===== src/rtl/pc_fetch.sv =====
// Instruction-fetch front end: owns the PC, drives the instruction-memory address
// and captures the returned word into the IF/ID register.
module pc_fetch #(
    parameter logic [63:0] RESET_PC = 64'h0,
    parameter int          CNT_W    = 32
) (
    input  logic             clk,
    input  logic             reset,
    input  logic             stall,
    input  logic             br_taken,
    input  logic [63:0]      br_base,
    input  logic [63:0]      br_offs,
    output logic [63:0]      imem_addr,
    input  logic [31:0]      imem_rdata,
    output logic [63:0]      if_pc,
    output logic [31:0]      if_instr,
    output logic             if_valid,
    output logic [CNT_W-1:0] fetch_cnt
);

    typedef enum logic [1:0] {
        ACT_RESET,
        ACT_REDIRECT,
        ACT_HOLD,
        ACT_RUN
    } action_t;

    logic [63:0] pc;
    logic [63:0] tgt;
    action_t     action;

    // Offset counts instructions; the shift and add both wrap mod 2^64.
    assign tgt       = br_base + (br_offs << 2);
    assign imem_addr = pc;

    // Priority decode: reset beats redirect, redirect beats stall.
    always_comb begin
        action = ACT_RUN;
        if (reset)
            action = ACT_RESET;
        else if (br_taken)
            action = ACT_REDIRECT;
        else if (stall)
            action = ACT_HOLD;
    end

    // NOTE: non-blocking assignments so every register samples pre-edge values.
    always_ff @(posedge clk) begin
        case (action)
            ACT_RESET: begin
                pc        <= RESET_PC;
                if_pc     <= 64'h0;
                if_instr  <= 32'h0;
                if_valid  <= 1'b0;
                fetch_cnt <= '0;
            end
            ACT_REDIRECT: begin
                // The word fetched this cycle is wrong-path, so squash it.
                pc       <= tgt;
                if_valid <= 1'b0;
            end
            ACT_HOLD: begin
            end
            default: begin
                pc        <= pc + 64'd4;
                if_pc     <= pc;
                if_instr  <= imem_rdata;
                if_valid  <= 1'b1;
                fetch_cnt <= fetch_cnt + CNT_W'(1);
            end
        endcase
    end

endmodule


===== config.mk =====
export PLATFORM = sky130hd
export DESIGN_NAME = pc_fetch
export DESIGN_NICKNAME = d
export VERILOG_FILES = /design/src/rtl/pc_fetch.sv
export SDC_FILE = /design/constraint.sdc
export NUM_CORES = 1
export LEC_CHECK = 0
export ABC_AREA = 1
export BUFFER_PORTS_ARGS = -buffer_cell sky130_fd_sc_hd__buf_2
export CORE_ASPECT_RATIO = 0.7
export CORE_MARGIN = 4
export CORE_UTILIZATION = 45
export CTS_CLUSTER_DIAMETER = 150
export CTS_CLUSTER_SIZE = 10
export DETAILED_ROUTE_END_ITERATION = 7
export PLACE_DENSITY = 0.71
export RECOVER_POWER = 50
export SLEW_MARGIN = 20
export SYNTH_ARGS = -nofsm -noshare
export SYNTH_HDL_FRONTEND = slang
export SYNTH_SLANG_ARGS = --single-unit

===== constraint.sdc =====
create_clock -name clk -period 11.9 [get_ports clk]
set_input_delay 1.785 -clock clk [delete_from_list [all_inputs] [get_ports clk]]
set_output_delay 1.785 -clock clk [all_outputs]
set_load 0.01 [all_outputs]

==> reports/metrics.csv, run 1 <==
stage;metric;value;unit
setup_path;Cell Chain, Critical Path;clkbuf_1 -> nor2_4 -> clkbuf_1 -> inv_1 -> a21oi_1 -> o21ai_0 -> o21ai_0;
placement;placer congestion estimate;0.997;
power;Clk pwr share;28.6;%
synth;number of synthesized flops with an enable pin;193;
timing;minimum clock period;6.41;ns
clock_network;Post-CTS Setup Repair Bufs;0;
setup_path;crit path DAT;6.69;ns
floorplanning;# IOs;357;
placement;PortBufs;354;
synth;Post-Synth Adder-Cell Area;5.21;%
clock_network;clock root cell;clkbuf_16;
status;violated checks;capacitance limit, slew limit;
clock_network;CTS tree;yes;
placement;Detailed Place HPWL;49400;µm
finish;nets;2931;
floorplanning;core area;33800;µm²
setup_path;crit-path leading delay family;buffers and inverters;
setup_path;crit-path max FO;60;
drt;Via Count;16372;
floorplanning;# rows;56;
finish;final instance area;18200;µm²
grt;vias in the first global route;14827;
setup_path;CP peak stage delay;1.70;ns
synth;ys async rst share;0;%
floorplanning;Die Y-Extent;163;µm
clock_network;Worst-path clk slew;0.07;ns
synth;YS warnings;0;
clock_network;Num CTS Buffers;17;
setup_path;required time worst endpoint;12.19;ns
setup_path;R2R Path Start;imem_addr[8];
finish;area delta synth->final;17.0;%
clock_network;clk_lat worst skew;0.46;ns
power;Comb power frac;26.9;%
job;Max-Cap Viols;3;
drt;# DRC;0;
timing;worst slew pin tran;2.84;ns
synth;Post-Syn Instances;2350;
setup_path;Crit Path Class;in2reg;
timing;final setup fails;0;
grt;largest net degree at the start of global routing;69;
timing;Final Max Slew Viols;166;
synth;Mapped Nets;2578;
setup_path;Critical-path top delay cell;clkbuf_1;
drt;ANT nets after route;0;
synth;Compound-Gate Fraction of Synth Area;5.53;%
finish;# fillers;3493;
finish;post-route insts no fill;3180;
power;PwrDens;111;nW/µm²
setup_path;CP Capture Type;flop;
drt;drt first pass iters;6;
power;Psw;724;µW
floorplanning;Die Area;37600;µm²
floorplanning;Starting Density;46.0;%
timing;fmax;0.156;GHz
clock_network;Clock Path Buffers;2;
drt;vias per inst;5.15;
drt;DRT iter0 DRCs;1725;
power;switching share of power;35.9;%
worst_hold_path;hold path startpoint;imem_addr[1];
timing;setup TNS;0;ns
synth;synthesized area;15500;µm²
finish;layout cells sized above 1;9.32;%
synth;combinational family with the most area after synthesis;simple AND/OR/NAND/NOR gates;
clock_network;H-tree Lvls;4;
power;overall power;2020;µW
synth;proportion of synthesized area in mux cells;0;%
timing;clock skew after layout;0.0119;ns
timing;RSZ-0062 raised after global routing;false;
power;Static Leak;0.00895;µW
timing;Max transition margin;-89.5;%
placement;dpl cell area;17800;µm²
setup_path;startpoint of the worst setup timing path;reset;
timing;worst hold slack;0.587;ns
power;internal power;1290;µW
floorplanning;Die W;230;µm
drt;wire per inst;18.7;µm
clock_network;Clock Sinks;193;
clock_network;Hold Buf Count CTS;0;
synth;FF+latch count, synth;193;
setup_path;WP buf/inv;3;
grt;Remaining Overflow, GRT;0;
status;status;finished with violations;
synth;simple-gate area share of the yosys netlist;37.8;%
setup_path;Startpoint Class;input pin;
synth;Most used DFF post-synth;edfxtp_1;
grt;overall routing resource usage;30.6;%
grt;antenna violations before repair;0;
synth;Seq/Total Area, Yosys;37.3;%
grt;first-pass GRT wire length;87700;µm
drt;final wirelength;59500;µm
synth;synth unique cells;41;
timing;Final period util;53.8;%
clock_network;post-CTS sizing;0;
power;Flop pwr share;44.5;%
synth;mean post-synth cell area;6.61;µm²
worst_hold_path;Worst Hold Class;reg2reg;
placement;placed cells;3148;
power;Worst VDD drop;80.4;µV
timing;Hold Vio Cnt, Final;0;
finish;diode count;0;
synth;XOR/XNOR Fraction of Synth Area;2.20;%
-- cells in the mapped netlist, types with 15 or more instances --
| cell | instances | area share [%] |
|---|---|---|
| nand3_1 | 144 | 4.6 |
| xor2_1 | 30 | 1.7 |
| clkbuf_1 | 15 | 0.36 |
| inv_1 | 461 | 11 |
| or2_2 | 19 | 0.77 |
| nor2_1 | 299 | 7.2 |
| edfxtp_1 | 193 | 37 |
| a21oi_1 | 83 | 2.7 |
| nand4_1 | 30 | 1.2 |
| nand2_1 | 783 | 19 |
| nor3_1 | 71 | 2.3 |
| ha_1 | 63 | 5.1 |
| o21ai_0 | 57 | 1.8 |
-- kinds of logic after synthesis --
logic type,count (synthesis)
AO/OA/AOI/OAI,163
flip-flops,193
AND/OR/NAND/NOR,1399
buffers and inverters,492
XOR/XNOR,39
adder cells (fa/ha/maj),64
-- sequential cells by signal, indices dropped and copies added (netlist names) --
| signal | cells |
|---|---|
| if_pc | 64 |
| if_instr | 32 |
| if_valid | 1 |
| imem_addr | 64 |
| fetch_cnt | 32 |
-- worst min-delay path, stage by stage (launching register included) --
cell and delay, ns:
edfxtp_1 0.35, inv_1 0.05, nor2_1 0.08
-- placed cells by master (no fill, tap or decap), types with 2 or more instances in the layout --
cell / synthesis / routed
nor2_4: 7 / 8
inv_2: 5 / 5
o21ai_0: 57 / 56
clkbuf_16: 0 / 17
nand4_1: 30 / 30
and2_1: 6 / 6
nor3_1: 71 / 71
inv_8: 0 / 3
a21oi_1: 83 / 83
nand2_2: 6 / 7
o32ai_1: 2 / 2
nand3b_1: 6 / 6
nor2_1: 299 / 298
clkbuf_1: 15 / 192
edfxtp_1: 193 / 193
nor3b_1: 4 / 4
xnor2_1: 9 / 9
nand3_2: 5 / 5
xor2_1: 30 / 30
nand3_1: 144 / 144
o21bai_1: 5 / 5
buf_4: 0 / 4
buf_2: 2 / 164
inv_6: 0 / 5
inv_1: 461 / 461
nor4_1: 7 / 7
clkinv_4: 0 / 2
nor3_4: 2 / 2
nor3_2: 2 / 2
a31oi_1: 4 / 4
clkinv_1: 0 / 2
nor2_2: 5 / 5
o21ai_1: 6 / 6
ha_1: 63 / 63
nand2_1: 783 / 782
or2_2: 19 / 19
-- stage by stage --
step,worst slack (ns),util (%)
floorplan,0.371,-
global placement,7.43,52.9
detailed placement,7.39,52.9
CTS,7.89,54.5
global route,5.13,53.8
finish,5.49,53.8
-- final timing paths --
kind	to	slack [ns]	depth (start not counted)
worst min register to register	if_pc[1]	0.59	2
worst max-delay path	imem_addr[9]	5.49	7
worst min-delay path	if_pc[1]	0.59	2
worst max register to register	imem_addr[60]	9.07	11
-- final cells by class --
cell class / count / area, µm² / area share (%)
clock buffer: 17 / 425 / 2.34
clock inverter: 15 / 145 / 0.799
inverter: 466 / 1750 / 9.63
multi-input combinational: 1665 / 7910 / 43.5
sequential: 193 / 5800 / 31.9
tap: 464 / 581 / 3.19
timing repair buffer: 360 / 1570 / 8.65
-- power by group through the flow --
stage | logic, µW | registers [µW] | clock network, µW
2_1_floorplan | 293 | 934 | 0
3_3_place_gp | 546 | 906 | 0
3_5_place_dp | 552 | 907 | 0
4_1_cts | 554 | 893 | 580
5_1_grt | 603 | 905 | 614
6_report | 542 | 898 | 577
-- routing by layer --
metal  global-route usage [%]  vias up  routed length (µm)
met5                        0        -                   0
met4                     6.95        0                1130
met3                     8.26       70                6200
met2                     43.4      749               24000
met1                     46.4     7465               28200
li1                         -     8088                   -
Power figures use the tool's default switching activity.
==> run 2, diff against run 1 <==
==> constraint.sdc (replaced) <==
create_clock -name clk -period 5.2 [get_ports clk]
set_input_delay 0.78 -clock clk [delete_from_list [all_inputs] [get_ports clk]]
set_output_delay 0.78 -clock clk [all_outputs]
set_load 0.01 [all_outputs]
==> reports/metrics.csv, run 2 (same netlist as run 1, synthesis figures left out) <==
stage;metric;value;unit;change
status;status;finished with violations;;unchanged
status;violated checks;capacitance limit, slew limit;;unchanged
clock_network;clk_lat worst skew;0.45;ns;was 0.46 ns
grt;antenna violations before repair;1;;was 0
drt;DRT iter0 DRCs;1865;;was 1725
setup_path;required time worst endpoint;5.27;ns;was 12.19 ns
clock_network;Worst-path clk slew;0.08;ns;was 0.07 ns
power;Worst VDD drop;178;µV;was 80.4 µV
placement;PortBufs;354;;unchanged
grt;vias in the first global route;15058;;was 14.8k
grt;largest net degree at the start of global routing;84;;was 69
timing;setup TNS;0;ns;unchanged
finish;layout cells sized above 1;9.49;%;was 9.32%
finish;commonest non-fill, non-tap cells in the layout;782 x nand2_1, 461 x inv_1, 298 x nor2_1;;unchanged
worst_hold_path;Worst Hold Class;reg2reg;;unchanged
power;internal power;3030;µW;was 1290 µW
setup_path;Worst R2R Setup Slack;2.67;ns;was 9.07 ns
drt;final wirelength;57400;µm;was 59500 µm
grt;overall routing resource usage;29.5;%;was 30.6%
clock_network;H-tree Lvls;4;;unchanged
floorplanning;# IOs;357;;unchanged
power;Clk pwr share;29.9;%;was 28.6%
drt;Via Count;16505;;was 16.4k
floorplanning;Die W;230;µm;unchanged
floorplanning;Die Y-Extent;163;µm;unchanged
finish;area delta synth->final;17.7;%;was 17.0%
placement;Detailed Place HPWL;47800;µm;was 49400 µm
timing;Max transition margin;-100;%;was -89.5%
finish;Layout Utilization;54.1;%;was 53.8%
clock_network;Clock Sinks;193;;unchanged
clock_network;clock root cell;clkbuf_16;;unchanged
clock_network;Clock Path Buffers;2;;unchanged
timing;Final period util;69.0;%;
finish;nets;2934;;was 2931
power;switching share of power;36.1;%;was 35.9%
drt;ANT nets after route;0;;unchanged
power;Psw;1710;µW;was 724 µW
floorplanning;# rows;56;;unchanged
power;Static Leak;0.00900;µW;was 0.00895 µW
drt;met3 WL;6020;µm;was 6200 µm
clock_network;Post-CTS Setup Repair Bufs;0;;unchanged
setup_path;crit-path max FO;65;;was 60
power;overall power;4740;µW;was 2020 µW
power;PwrDens;260;nW/µm²;was 111 nW/µm²
floorplanning;Die Area;37600;µm²;unchanged
clock_network;CTS tree;yes;;unchanged
timing;Final Max Slew Viols;109;;was 166
timing;final setup fails;0;;unchanged
placement;placer congestion estimate;0.975;;was 0.997
drt;metal2 WL;23400;µm;was 24000 µm
power;Flop pwr share;43.6;%;was 44.5%
clock_network;post-CTS sizing;0;;unchanged
drt;wire per inst;18.0;µm;was 18.7 µm
setup_path;CP Capture Type;flop;;unchanged
timing;clock skew after layout;0.0265;ns;was 0.0119 ns
setup_path;Crit Path Class;in2reg;;unchanged
timing;RSZ-0062 raised after global routing;false;;unchanged
finish;most common library cell in the layout ignoring fill and taps;nand2_1;;unchanged
grt;Remaining Overflow, GRT;0;;unchanged
setup_path;Startpoint Class;input pin;;unchanged
timing;fmax;0.279;GHz;
power;Comb power frac;26.4;%;was 26.9%
clock_network;Hold Buf Count CTS;0;;unchanged
timing;worst slew pin tran;3.00;ns;was 2.84 ns
drt;drt first pass iters;5;;was 6
setup_path;crit path DAT;3.66;ns;was 6.69 ns
floorplanning;Starting Density;46.0;%;unchanged
timing;minimum clock period;3.59;ns;
timing;Hold Vio Cnt, Final;0;;unchanged
clock_network;Num CTS Buffers;17;;unchanged
job;Max-Cap Viols;2;;was 3
drt;# DRC;0;;unchanged
drt;vias per inst;5.19;;was 5.15
grt;first-pass GRT wire length;85700;µm;was 87700 µm
finish;diode count;0;;unchanged
drt;M1 WL;27100;µm;was 28200 µm
drt;top routing layer used;met4;;unchanged
floorplanning;core area;33800;µm²;unchanged
[run 2: changes by cell type in the layout (fill, tap and decap cells not counted)]
cell and change:
buf_16 +1, buf_2 -1, buf_4 +3, bufinv_16 +1, clkinv_1 -2, clkinv_2 -1
clkinv_4 -1, clkinv_8 +3, clkinvlp_4 -1, inv_6 +1, nor2_2 +1, nor2_4 -1
[run 2: metrics by stage]
step / instance area [µm²] / hold WS [ns] / std cells / worst slack, ns
after global placement: 17900 / 0.540 / 3150 / 1.90
final: 18300 / 0.579 / 3183 / 1.61
after CTS: 18500 / 0.576 / 3182 / 2.37
after floorplan: 15500 / 0.599 / 2350 / 0.605
after detailed placement: 17900 / 0.555 / 3150 / 1.88
after global routing: 18300 / 0.614 / 3183 / 1.28
[run 2: final cells by class]
class                           instances  area (µm²)
Clock buffer                           17         425
Clock inverter                         15         204
Fill cell                            3517       15500
Inverter                              466        1750
Multi-Input combinational cell       1665        7900
Sequential cell                       193        5800
Tap cell                              464         581
Timing Repair Buffer                  363        1620
[run 2: critical path: stages]
cell	delay (ns)
buf_4	0.44
clkbuf_1	2.16
nor3_1	0.22
[run 2: path summary, 6_finish.rpt]
kind,from,endpoint,cells after the start
max,reset,fetch_cnt[14],3
min,imem_addr[1],if_pc[1],2
max reg2reg,imem_addr[2],imem_addr[58],10
min reg2reg,imem_addr[1],if_pc[1],2
[run 2: power by group through the flow]
| stage | Combinational, µW | Sequential, µW | Clock [µW] |
|---|---|---|---|
| 2_1_floorplan | 670 | 2120 | 0 |
| 3_3_place_gp | 1250 | 2090 | 0 |
| 3_5_place_dp | 1270 | 2090 | 0 |
| 4_1_cts | 1270 | 2060 | 1430 |
| 5_1_grt | 1390 | 2080 | 1490 |
| 6_report | 1250 | 2070 | 1420 |
[run 2: metal layers]
metal / global-route usage (%) / up-vias
met1: 46.2 / 7570
li1: - / 8098
met4: 5.88 / 0
met2: 42.9 / 780
met3: 4.62 / 57
met5: 0 / -
==> run 3, diff against run 2 <==
--- a/config.mk
+++ b/config.mk
@@ -13,7 +13,7 @@
 export CTS_CLUSTER_DIAMETER = 150
 export CTS_CLUSTER_SIZE = 10
 export DETAILED_ROUTE_END_ITERATION = 7
-export PLACE_DENSITY = 0.71
+export PLACE_DENSITY = 0.69
 export RECOVER_POWER = 50
 export SLEW_MARGIN = 20
 export SYNTH_ARGS = -nofsm -noshare
==> constraint.sdc (replaced) <==
create_clock -name clk -period 3.31 [get_ports clk]
set_input_delay 0.4965 -clock clk [delete_from_list [all_inputs] [get_ports clk]]
set_output_delay 0.4965 -clock clk [all_outputs]
set_load 0.01 [all_outputs]
==> reports/metrics.csv, run 3 (same netlist as run 1, synthesis figures left out) <==
stage;metric;value;unit;change
finish;final instance area;18300;µm²;about the same
timing;Final period util;85.2;%;
timing;minimum clock period;2.82;ns;
timing;Max transition margin;-43.1;%;was -100%
drt;ANT nets after route;0;;unchanged
timing;clock skew after layout;0.0159;ns;was 0.0265 ns
clock_network;post-CTS sizing;0;;unchanged
finish;layout cells sized above 1;11.0;%;was 9.49%
clock_network;Post-CTS Setup Repair Bufs;0;;unchanged
timing;setup TNS;0;ns;unchanged
status;violated checks;capacitance limit, slew limit;;unchanged
power;switching share of power;36.4;%;was 36.1%
timing;worst slew pin tran;2.12;ns;was 3.00 ns
placement;Detailed Place HPWL;50700;µm;was 47800 µm
clock_network;clk_lat worst skew;0.45;ns;about the same
finish;most common library cell in the layout ignoring fill and taps;nand2_1;;unchanged
clock_network;clock root cell;clkbuf_16;;unchanged
setup_path;required time worst endpoint;3.43;ns;was 5.27 ns
clock_network;CTS tree;yes;;unchanged
finish;diode count;0;;unchanged
finish;nets;2943;;was 2934
job;Max-Cap Viols;2;;unchanged
power;Comb power frac;27.2;%;was 26.4%
clock_network;Clock Sinks;193;;unchanged
floorplanning;Die Y-Extent;163;µm;unchanged
finish;Layout Utilization;54.3;%;was 54.1%
clock_network;Worst-path clk slew;0.08;ns;about the same
drt;drt first pass iters;8;;was 5
floorplanning;Starting Density;46.0;%;unchanged
placement;PortBufs;354;;unchanged
status;status;finished with violations;;unchanged
drt;wire per inst;18.9;µm;was 18.0 µm
timing;Final Max Slew Viols;34;;was 109
floorplanning;core area;33800;µm²;unchanged
drt;final wirelength;60300;µm;was 57400 µm
setup_path;CP Capture Type;flop;;unchanged
finish;area delta synth->final;18.2;%;was 17.7%
worst_hold_path;Worst Hold Path EP;if_instr[10];;was if_pc[1]
setup_path;R2R Path Start;imem_addr[24];;was imem_addr[2]
power;Psw;2690;µW;was 1710 µW
power;PwrDens;402;nW/µm²;was 260 nW/µm²
drt;DRT iter0 DRCs;1834;;was 1865
finish;# fillers;3504;;was 3517
floorplanning;Die Area;37600;µm²;unchanged
drt;Via Count;16355;;was 16.5k
worst_hold_path;hold path cells;3;;was 2
setup_path;FF-to-FF path depth;9;;was 10
grt;overall routing resource usage;31.1;%;was 29.5%
finish;commonest non-fill, non-tap cells in the layout;782 x nand2_1, 463 x inv_1, 300 x nor2_1;;was 782 x nand2_1, 461 x inv_1, 298 x nor2_1
floorplanning;# rows;56;;unchanged
placement;placer congestion estimate;0.995;;was 0.975
setup_path;crit path DAT;2.94;ns;was 3.66 ns
timing;worst hold slack;0.326;ns;was 0.579 ns
setup_path;capture point of the worst reg-to-reg path;imem_addr[57];;was imem_addr[58]
power;internal power;4690;µW;was 3030 µW
power;Static Leak;0.00916;µW;was 0.00900 µW
grt;first-pass GRT wire length;88300;µm;was 85700 µm
drt;vias per inst;5.12;;was 5.19
worst_hold_path;Worst Hold Class;in2reg;;was reg2reg
grt;Remaining Overflow, GRT;0;;unchanged
setup_path;Startpoint Class;input pin;;unchanged
grt;largest net degree at the start of global routing;90;;was 84
grt;antenna violations before repair;0;;was 1
placement;dpl cell area;18000;µm²;was 17900 µm²
setup_path;Crit Path Class;in2reg;;unchanged
setup_path;Worst R2R Setup Slack;0.50;ns;was 2.67 ns
power;Worst VDD drop;276;µV;was 178 µV
floorplanning;# IOs;357;;unchanged
power;Clk pwr share;29.0;%;was 29.9%
timing;fmax;0.354;GHz;
setup_path;crit-path max FO;26;;was 65
power;overall power;7380;µW;was 4740 µW
clock_network;Clock Path Buffers;2;;unchanged
clock_network;H-tree Lvls;4;;unchanged
grt;vias in the first global route;14689;;was 15.1k
timing;RSZ-0062 raised after global routing;false;;unchanged
worst_hold_path;hold path startpoint;imem_rdata[10];;was imem_addr[1]
floorplanning;Die W;230;µm;unchanged
clock_network;Hold Buf Count CTS;0;;unchanged
drt;# DRC;0;;unchanged
clock_network;Num CTS Buffers;17;;unchanged
timing;Hold Vio Cnt, Final;0;;unchanged
power;Flop pwr share;43.8;%;was 43.6%
timing;final setup fails;0;;unchanged
[run 3: changes by cell type in the layout (fill, tap and decap cells not counted), sizes merged]
cell	delta
clkinvlp	+2
inv	-1
clkbuf	-38
bufinv	-1
buf	+47
[run 3: final cells by class]
type	instances	area [µm²]	share of cell area, %
clock inverter	15	168	0.914
clock buffer	17	425	2.32
sequential	193	5800	31.6
inverter	466	1750	9.53
multi-input combinational	1665	7870	42.9
timing repair buffer	372	1760	9.61
tap	464	581	3.16
[run 3: metal layers]
metal / global-route usage, % / wire, µm
met2: 44.3 / 24200
met1: 46.9 / 28200
met5: 0 / 0
met3: 7.30 / 6330
met4: 8.93 / 1550
[run 3: metrics by stage]
stage	worst slack (ns)	instances
detailed placement	0.564	3159
CTS	0.591	3191
global route	0.279	3192
global placement	0.557	3159
floorplan	0.274	2350
finish	0.489	3192
[run 3: how the worst max path moves through the flow]
stage | to | slack (ns) | startpoint
detailed placement | imem_addr[22] | 0.56 | br_base[5]
global route | imem_addr[57] | 0.28 | imem_addr[24]
finish | if_pc[47] | 0.49 | br_taken
CTS | imem_addr[57] | 0.59 | imem_addr[24]
floorplan | if_valid | 0.27 | reset
global placement | imem_addr[22] | 0.56 | br_base[5]
[run 3: critical path, stage by stage]
cell and delay, ns:
clkbuf_1 0.16, o21ai_0 1.64, buf_16 0.26, buf_4 0.36
[run 3: power groups by stage]
stage | registers [µW] | clock network (µW) | logic, µW
2_1_floorplan | 3330 | 0 | 1050
3_3_place_gp | 3260 | 0 | 2010
3_5_place_dp | 3270 | 0 | 2030
4_1_cts | 3220 | 2170 | 2040
5_1_grt | 3260 | 2280 | 2220
6_report | 3230 | 2140 | 2010
